--- src/rtl/kws_event_reporter.sv ---
// Keyword-spotting event reporter: confirms repeated one-hot detections,
// applies a post-event holdoff, and queues timestamped events for the host.
module kws_event_reporter #(
    parameter int NUM_KEYWORDS   = 10,
    parameter int CONFIRM_COUNT  = 3,
    parameter int HOLDOFF_CYCLES = 1024,
    parameter int TS_BITS        = 16,
    parameter int FIFO_DEPTH     = 4,
    localparam int KW_W = (NUM_KEYWORDS > 1) ? $clog2(NUM_KEYWORDS) : 1
) (
    input  logic                    clk,
    input  logic                    rst,
    input  logic [NUM_KEYWORDS-1:0] kws_out,
    input  logic                    kws_valid,
    output logic                    evt_valid,
    input  logic                    evt_ready,
    output logic [KW_W-1:0]         evt_keyword,
    output logic [TS_BITS-1:0]      evt_timestamp,
    output logic                    overflow,
    input  logic                    clr_overflow
);

    localparam int SW = $clog2(CONFIRM_COUNT + 1);
    localparam int HW = (HOLDOFF_CYCLES > 0) ? $clog2(HOLDOFF_CYCLES + 1) : 1;
    localparam int AW = (FIFO_DEPTH > 1) ? $clog2(FIFO_DEPTH) : 1;
    localparam int CW = $clog2(FIFO_DEPTH + 1);

    // state     | meaning
    // S_IDLE    | detections are evaluated and may confirm an event
    // S_HOLDOFF | detections ignored until the holdoff counter expires
    localparam logic [0:0] S_IDLE    = 1'b0;
    localparam logic [0:0] S_HOLDOFF = 1'b1;

    logic [0:0]        state_q, state_d;
    logic [TS_BITS-1:0] ts_q;
    logic [SW-1:0]     streak_q, streak_d;
    logic [KW_W-1:0]   cand_q, cand_d;
    logic [HW-1:0]     hold_q, hold_d;
    logic [AW-1:0]     wr_ptr_q, rd_ptr_q;
    logic [CW-1:0]     count_q;
    logic              overflow_q;
    logic [KW_W-1:0]   mem_kw_q [FIFO_DEPTH];
    logic [TS_BITS-1:0] mem_ts_q [FIFO_DEPTH];

    logic              onehot;
    logic [KW_W-1:0]   hit_idx;
    logic              push, pop, full, empty, wr_en, drop;

    function automatic logic [AW-1:0] ptr_inc(input logic [AW-1:0] p);
        return (p == AW'(FIFO_DEPTH - 1)) ? '0 : p + 1'b1;
    endfunction

    always_comb begin
        onehot  = (kws_out != '0) && ((kws_out & (kws_out - NUM_KEYWORDS'(1))) == '0);
        hit_idx = '0;
        for (int i = 0; i < NUM_KEYWORDS; i++) begin
            if (kws_out[i]) hit_idx = KW_W'(i);
        end
    end

    always_comb begin
        state_d  = state_q;
        streak_d = streak_q;
        cand_d   = cand_q;
        hold_d   = hold_q;
        push     = 1'b0;
        case (state_q)
            S_IDLE: begin
                if (kws_valid) begin
                    if (!onehot) begin
                        streak_d = '0;
                    end else if (hit_idx == cand_q) begin
                        streak_d = (streak_q == SW'(CONFIRM_COUNT)) ? streak_q : streak_q + 1'b1;
                    end else begin
                        cand_d   = hit_idx;
                        streak_d = SW'(1);
                    end
                    if (streak_d == SW'(CONFIRM_COUNT)) begin
                        push     = 1'b1;
                        streak_d = '0;
                        if (HOLDOFF_CYCLES != 0) begin
                            state_d = S_HOLDOFF;
                            hold_d  = HW'(HOLDOFF_CYCLES);
                        end
                    end
                end
            end
            default: begin
                streak_d = '0;
                if (hold_q <= HW'(1)) state_d = S_IDLE;
                else                  hold_d  = hold_q - 1'b1;
            end
        endcase
    end

    assign full  = (count_q == CW'(FIFO_DEPTH));
    assign empty = (count_q == '0);
    assign pop   = !empty && evt_ready;
    assign wr_en = push && (!full || pop);
    assign drop  = push && full && !pop;

    always_ff @(posedge clk) begin
        if (rst) begin
            state_q    <= S_IDLE;
            ts_q       <= '0;
            streak_q   <= '0;
            cand_q     <= '0;
            hold_q     <= '0;
            wr_ptr_q   <= '0;
            rd_ptr_q   <= '0;
            count_q    <= '0;
            overflow_q <= 1'b0;
        end else begin
            state_q  <= state_d;
            ts_q     <= ts_q + 1'b1;
            streak_q <= streak_d;
            cand_q   <= cand_d;
            hold_q   <= hold_d;
            if (wr_en) wr_ptr_q <= ptr_inc(wr_ptr_q);
            if (pop)   rd_ptr_q <= ptr_inc(rd_ptr_q);
            case ({wr_en, pop})
                2'b10:   count_q <= count_q + 1'b1;
                2'b01:   count_q <= count_q - 1'b1;
                default: count_q <= count_q;
            endcase
            // a drop in the same cycle as a clear request keeps the flag set
            if (drop)              overflow_q <= 1'b1;
            else if (clr_overflow) overflow_q <= 1'b0;
        end
    end

    // Storage needs no reset: the occupancy count gates what is visible.
    always_ff @(posedge clk) begin
        if (wr_en && !rst) begin
            mem_kw_q[wr_ptr_q] <= cand_d;
            mem_ts_q[wr_ptr_q] <= ts_q;
        end
    end

    assign evt_valid     = !empty;
    assign evt_keyword   = empty ? '0 : mem_kw_q[rd_ptr_q];
    assign evt_timestamp = empty ? '0 : mem_ts_q[rd_ptr_q];
    assign overflow      = overflow_q;

endmodule

--- config.mk ---
export PLATFORM = sky130hd
export DESIGN_NAME = kws_event_reporter
export DESIGN_NICKNAME = d
export VERILOG_FILES = /design/src/rtl/kws_event_reporter.sv
export SDC_FILE = /design/constraint.sdc
export NUM_CORES = 1
export LEC_CHECK = 0
export CORE_MARGIN = 2
export CORE_UTILIZATION = 53
export CTS_BUF_LIST = sky130_fd_sc_hd__clkbuf_16
export DETAILED_ROUTE_END_ITERATION = 8
export HOLD_SLACK_MARGIN = 0.02
export PLACE_DENSITY_LB_ADDON = 0.15
export SETUP_SLACK_MARGIN = 0.02
export SYNTH_ARGS = -nofsm -noshare
export SYNTH_HDL_FRONTEND = slang
export SYNTH_SLANG_ARGS = --single-unit
--- constraint.sdc ---
create_clock -name clk -period 3.8 [get_ports clk]
set_input_delay 0.95 -clock clk [delete_from_list [all_inputs] [get_ports clk]]
set_output_delay 0.95 -clock clk [all_outputs]
set_load 0.1 [all_outputs]
==> impl_metrics.csv, run 1 <==
group,metric,value,unit
logic_synthesis,ys_top_cells_by_area,"edfxtp_1 45%, dfxtp_1 16%, mux4_2 8.4%",
global_route,grt_pass1_wl,17.19,mm
timing,fin_crit_sh,0.9201,
pwr,leakage,2.389,nW
detailed_routing,vias,3491,
logic_synthesis,synthCells,410,
logic_synthesis,synth_area,5391,um^2
timing,fin_crit,3.496,ns
final_layout,nets,503,
timing,finalSetupViolations,0,
worst_setup_path,path_common_cell,"or3_1",
worst_setup_path,worst-endpoint-required,4.15,ns
worst_setup_path,crit_slowest_cell,"fa_1",
logic_synthesis,synth_flop_cell,"edfxtp_1",
worst_setup_path,arrival,3.85,ns
worst_setup_path,reg2reg_depth,6,
detailed_routing,drt_iter0_drc,144,
clocking,cts_resized,0,
logic_synthesis,synthAdderAreaFrac,0.02414,
detailed_routing,drc,0,
die,coreArea,9819,um^2
clocking,post_cts_buffers,0,
logic_synthesis,ys_ff_latch,124,
logic_synthesis,synth_cell_types,57,
timing,fin_setup_tns,0,ns
logic_synthesis,yosysMostFrequentCell,"edfxtp_1",
hold_path,hold_path.class,"flop to flop",
clocking,cts_max_path_buffers,2,
die,die_area,11000,um^2
worst_setup_path,path_cells,"clkdlybuf4s50_1, or3_4, or3_1, a211oi_2, o211ai_2, or3_1, nand2_1, fa_1, nor4b_1, or4_1",
pwr,p_switching,0.0008237,W
logic_synthesis,yosys.area_share.simple,0.1583,
logic_synthesis,synth_edf_count,80,
worst_setup_path,criticalPathCategory,"input pin to flop",
die,die_w,104.9,um
job,max_cap_violations,0,
logic_synthesis,synth.yosys.seq_area_share,0.6090,
hold_path,hold_path_depth,2,
worst_setup_path,endpoint_kind,"flop",
pwr,p_sw_frac,0.2433,
pwr,powerDensity,506.1,nW/um^2
clocking,cts.sinks,124,
clocking,cts_tree,"yes",
pwr,clockPowerShare,0.489,
logic_synthesis,synth_compound_area_frac,0.06220,
final_layout,num_antenna_cells,0,
clocking,clk_pin_slew,0.06,ns
global_route,antenna_found_initial,0,
global_route,grt_max_degree,36,
pwr,vdd_ir_drop_max,0.0003699,V
placement,hpwl,6.472,mm
detailed_routing,drt_pass1_iterations,4,
clocking,htree_levels,4,
placement,port_buffers,36,
die,io_pins,37,
detailed_routing,ant_nets,0,
final_layout,drive_above_1_share,0.2195,
pwr,p_int,0.002561,W
worst_setup_path,crit_family,"simple AND/OR/NAND/NOR gates",
timing,drv_slew,0,
final_layout,multi_input_area,2004,um^2
logic_synthesis,ys_warn_count,0,
worst_setup_path,reg2reg_slack,1.24,ns
pwr,p_seq_frac,0.424,
timing,tightest_slew,0.9714,ns
global_route,grt_pass1_vias,3484,
outcome,status,"complete, no violations",
detailed_routing,routedWlPerCell,16.29,um
timing,relSlewSlack,0.3503,
die,die_height,104.9,um
final_layout,final-seq-area,3283,um^2
final_layout,syn_to_final_growth,24.04,%
timing,skew,0.01156,ns
logic_synthesis,synth_top_family_by_area,"simple AND/OR/NAND/NOR gates",
clocking,cts-buffers-inserted,17,
logic_synthesis,netlist.area_leader.share,0.4456,
pwr,pwr-share-comb,0.088,
detailed_routing,routed_wl,10.18,mm
clocking,clk_latency,0.41,ns
worst_setup_path,cp.depth,10,
clocking,root_buffer,"clkbuf_16",
logic_synthesis,yosys-top-cells-count,"80 x edfxtp_1, 46 x nor2_1, 44 x dfxtp_1",
final_layout,fillers,731,
timing,rsz0062_at_grt,"no",
logic_synthesis,synthMuxAreaShare,0.09956,
timing,timing.fmax,286.0,MHz
worst_setup_path,crit_fanout,2,
placement,gp_congestion,0.8501,
global_route,grt_use_total,0.2004,
clocking,postCtsHoldBufs,0,
timing,hold_viol,0,
global_route,overflow,0,
die,num_rows,36,
logic_synthesis,synth_xor_area_frac,0.02762,
worst_setup_path,critical_path_buf_inv_count,1,
worst_setup_path,slowest_delay,0.43,ns
final_layout,stdcell_count,625,
detailed_routing,detail_route.vias_per_cell,5.586,
logic_synthesis,yosys.area.top_type,"edfxtp_1",
die,floorplan.initialDensity,0.5491,
logic_synthesis,synth_nets,434,
logic_synthesis,synthArstFlopShare,0,
logic_synthesis,syn_area_per_cell,13.15,um^2
placement,placedCellCount,593,
worst_setup_path,startpoint_type,"input pin",
## logic make-up after synthesis
group                    Yosys count
adder cells (fa/ha/maj)           10
buffers and inverters             27
XOR/XNOR                          17
flip-flops                       124
AND/OR/NAND/NOR                  156
multiplexers                      28
AO/OA/AOI/OAI                     48
## state kept, by name, summed over array words and instances, names as in the netlist, named ones only
signal and flops:
cand_q 4, count_q 3, hold_q 11, mem_kw_q 16, mem_ts_q 64, overflow 1
rd_ptr_q 2, state_q 1, streak_q 2, ts_q 16, wr_ptr_q 2
## worst paths after layout
check	from	end
worst max-delay path	kws_out[4]	count_q[1]
worst min-delay path	rd_ptr_q[1]	rd_ptr_q[1]
worst min register to register	rd_ptr_q[1]	rd_ptr_q[1]
worst max register to register	count_q[0]	count_q[1]
## area by class of cell
type / count / share of cell area
flip-flops and latches: 124 / 0.4909
multi-input cells: 259 / 0.2997
repair buffers: 65 / 0.08606
clock buffers: 17 / 0.06361
clock inverters: 15 / 0.02806
well taps: 133 / 0.02488
inverters: 12 / 0.006735
## power by group through the flow
stage	clock, W	combinational (W)	sequential [W]
after floorplan	0	0.000219	0.00146
after global placement	0	0.000296	0.00146
after CTS	0.00167	0.000300	0.00143
after detailed placement	0	0.000299	0.00146
after global routing	0.00173	0.000314	0.00144
final	0.00165	0.000296	0.00143
## worst min-delay path, cell delays in order (launching register included)
cell     delay [ns]
dfxtp_1        0.31
nand2_1        0.05
a21oi_1        0.06
## cell usage in the layout, fill, tap and decap left out, types with 5 or more instances in the layout
cell type        count
inv_6                5
nor3_1              11
xnor2_1             10
o21ai_0              8
clkdlybuf4s50_1     15
nand4_1              6
or3_1               10
nor4_1               6
buf_4               46
clkbuf_16           17
mux2_1               5
and2_1              25
nor2_1              46
edfxtp_1            80
xor2_1               7
dfxtp_1             44
a21oi_1             12
ha_1                 8
mux4_2              20
inv_1               13
nand2_1             18
## metal layers
metal / part of all wire / vias up / track usage / wire (um)
li1: - / 1684 / - / -
met1: 0.47 / 1726 / 0.2747 / 4789
met5: 0 / - / 0 / 0
met4: 0.010 / 0 / 0.06095 / 106
met2: 0.48 / 69 / 0.3154 / 4905
met3: 0.038 / 12 / 0.05303 / 382
## stage by stage
stage                     total power [W]    util  setup WS (ns)  area [um^2]  hold WS, ns
after CTS                        0.003408  0.6811         0.3162         6688       0.4777
after detailed placement         0.001761  0.6186        -0.1127         6075       0.4679
after floorplan                  0.001680       -        0.07298         5391       0.4446
after global routing             0.003484  0.6811         0.1349         6688       0.5202
final                            0.003385  0.6811         0.3037         6688       0.4744
after global placement           0.001758  0.6186       -0.04441         6075       0.4610
Note: power is estimated with default switching activity, not from simulation.
==> inputs of run 2 (changes only) <==
--- a/config.mk
+++ b/config.mk
@@ -5,7 +5,6 @@
 export SDC_FILE = /design/constraint.sdc
 export NUM_CORES = 1
 export LEC_CHECK = 0
-export CORE_MARGIN = 2
 export CORE_UTILIZATION = 53
 export CTS_BUF_LIST = sky130_fd_sc_hd__clkbuf_16
 export DETAILED_ROUTE_END_ITERATION = 8
==> impl_metrics.csv, run 2 (synthesized netlist as in run 1, its figures left out) <==
group,metric,value,unit
outcome,status,"complete, no violations",
placement,gp_congestion,0.8427,
detailed_routing,drt_pass1_iterations,4,
die,die_height,102.9,um
final_layout,num_antenna_cells,0,
detailed_routing,routedWlPerCell,16.35,um
clocking,htree_levels,4,
worst_setup_path,r2r_start,"count_q[0]",
final_layout,regMostFlops,"mem_ts_q",
clocking,clk_pin_slew,0.05,ns
final_layout,final_common_cell,"edfxtp_1",
pwr,leakage,2.362,nW
global_route,grt_max_degree,36,
placement,port_buffers,36,
global_route,grt_pass1_wl,16.17,mm
final_layout,stdcell_count,626,
clocking,postCtsHoldBufs,0,
detailed_routing,vias,3473,
final_layout,syn_to_final_growth,23.28,%
clocking,cts_max_path_buffers,2,
clocking,cts_tree,"yes",
clocking,cts-buffers-inserted,17,
worst_setup_path,timing.rr.end,"count_q[1]",
placement,hpwl,6.248,mm
die,die_area,10580,um^2
job,max_cap_violations,0,
clocking,post_cts_buffers,0,
final_layout,drive_above_1_share,0.2191,
timing,tightest_slew,0.9694,ns
clocking,root_buffer,"clkbuf_16",
timing,relSlewSlack,0.3517,
global_route,antenna_found_initial,0,
die,die_w,102.9,um
global_route,grt_pass1_vias,3322,
placement,placedCellCount,594,
detailed_routing,drc,0,
clocking,cts_resized,0,
timing,layout_setup_ws,0.2451,ns
worst_setup_path,startpoint_type,"input pin",
die,floorplan.initialDensity,0.5491,
worst_setup_path,reg2reg_slack,1.20,ns
detailed_routing,routed_wl,10.24,mm
clocking,cts.sinks,124,
global_route,overflow,0,
placement,pre_cts_ws,-0.1730,ns
worst_setup_path,criticalPathCategory,"input pin to flop",
clocking,clk_latency,0.40,ns
pwr,vdd_ir_drop_max,0.0003312,V
timing,skew,0.008428,ns
global_route,grt_use_total,0.2098,
pwr,powerDensity,486.4,nW/um^2
worst_setup_path,worst-endpoint-required,4.14,ns
final_layout,top_regs,"mem_ts_q: 64 flops, mem_kw_q: 16 flops, ts_q: 16 flops",
detailed_routing,detail_route.vias_per_cell,5.548,
final_layout,mostFrequentLayoutCells,"80 x edfxtp_1, 47 x buf_4, 46 x nor2_1",
die,num_rows,36,
final_layout,nets,504,
timing,drv_slew,0,
final_layout,largest_reg_flops,64,
hold_path,whs_endpoint,"hold_q[10]",
hold_path,hold_start,"hold_q[10]",
timing,fin_setup_tns,0,ns
worst_setup_path,reg2reg_depth,6,
worst_setup_path,crit_fanout,3,
die,io_pins,37,
worst_setup_path,arrival,3.90,ns
detailed_routing,drt_iter0_drc,173,
timing,fin_crit_sh,0.9355,
worst_setup_path,endpoint_kind,"flop",
detailed_routing,ant_nets,0,
final_layout,finalCoreUtilization,0.6769,
die,coreArea,9819,um^2
hold_path,hold_path_depth,1,
timing,hold_viol,0,
final_layout,stdcell_area,6646,um^2
timing,fin_crit,3.555,ns
hold_path,hold_path.class,"flop to flop",
timing,rsz0062_at_grt,"no",
final_layout,fillers,727,
timing,finalSetupViolations,0,
timing,timing.fmax,281.3,MHz
placement,placed_area,6082,um^2
==> run 2: per-stage QoR <==
step | power, W | hold slack (ns)
after floorplan | 0.001680 | 0.4446
after global placement | 0.001758 | 0.4624
after detailed placement | 0.001760 | 0.4753
after CTS | 0.003263 | 0.4869
after global routing | 0.003334 | 0.5144
final | 0.003233 | 0.4845
==> run 2: power by group <==
group / leakage [nW] / internal, W / switching, W / total, W
combinational: 0.979 / 0.0000904 / 0.000206 / 0.000297
clock: 0.270 / 0.000907 / 0.000594 / 0.00150
sequential: 1.11 / 0.00143 / 0.00000771 / 0.00143
total: 2.36 / 0.00242 / 0.000808 / 0.00323
==> run 2: worst max-delay path by stage <==
| stage | endpoint | cells past startpoint | from | slack, ns |
|---|---|---|---|---|
| 2_1_floorplan | count_q[1] | 11 | kws_out[7] | 0.07 |
| 3_3_place_gp | count_q[1] | 10 | kws_out[4] | -0.11 |
| 3_5_place_dp | count_q[1] | 10 | kws_out[4] | -0.17 |
| 4_1_cts | count_q[1] | 10 | kws_out[4] | 0.24 |
| 5_1_grt | count_q[1] | 12 | kws_out[4] | 0.15 |
| 6_report | count_q[1] | 10 | kws_out[4] | 0.25 |
==> run 2: per-layer routing <==
layer	GRT usage	wire, um	up-vias
met1	0.2696	4664	1716
met2	0.3549	5198	61
met5	0	0	-
met3	0.04407	281	10
met4	0.07367	90	0
li1	-	-	1686
==> run 2: final cells by class <==
type                       count  area [um^2]  area share
multi-input combinational    259         2004      0.3016
sequential                   124         3283      0.4940
inverter                      12        45.04    0.006777
clock buffer                  17        425.4     0.06401
tap                          133        166.4     0.02504
clock inverter                15        138.9     0.02090
timing repair buffer          66        583.1     0.08773
==> run 2: critical path, cell delays in order <==
cell and delay (ns):
clkdlybuf4s50_1 0.44, or3_4 0.40, or3_1 0.37, a211oi_2 0.29
o211ai_2 0.13, or3_1 0.34, nand2_1 0.10, fa_1 0.43
nor4b_1 0.29, or4_1 0.16
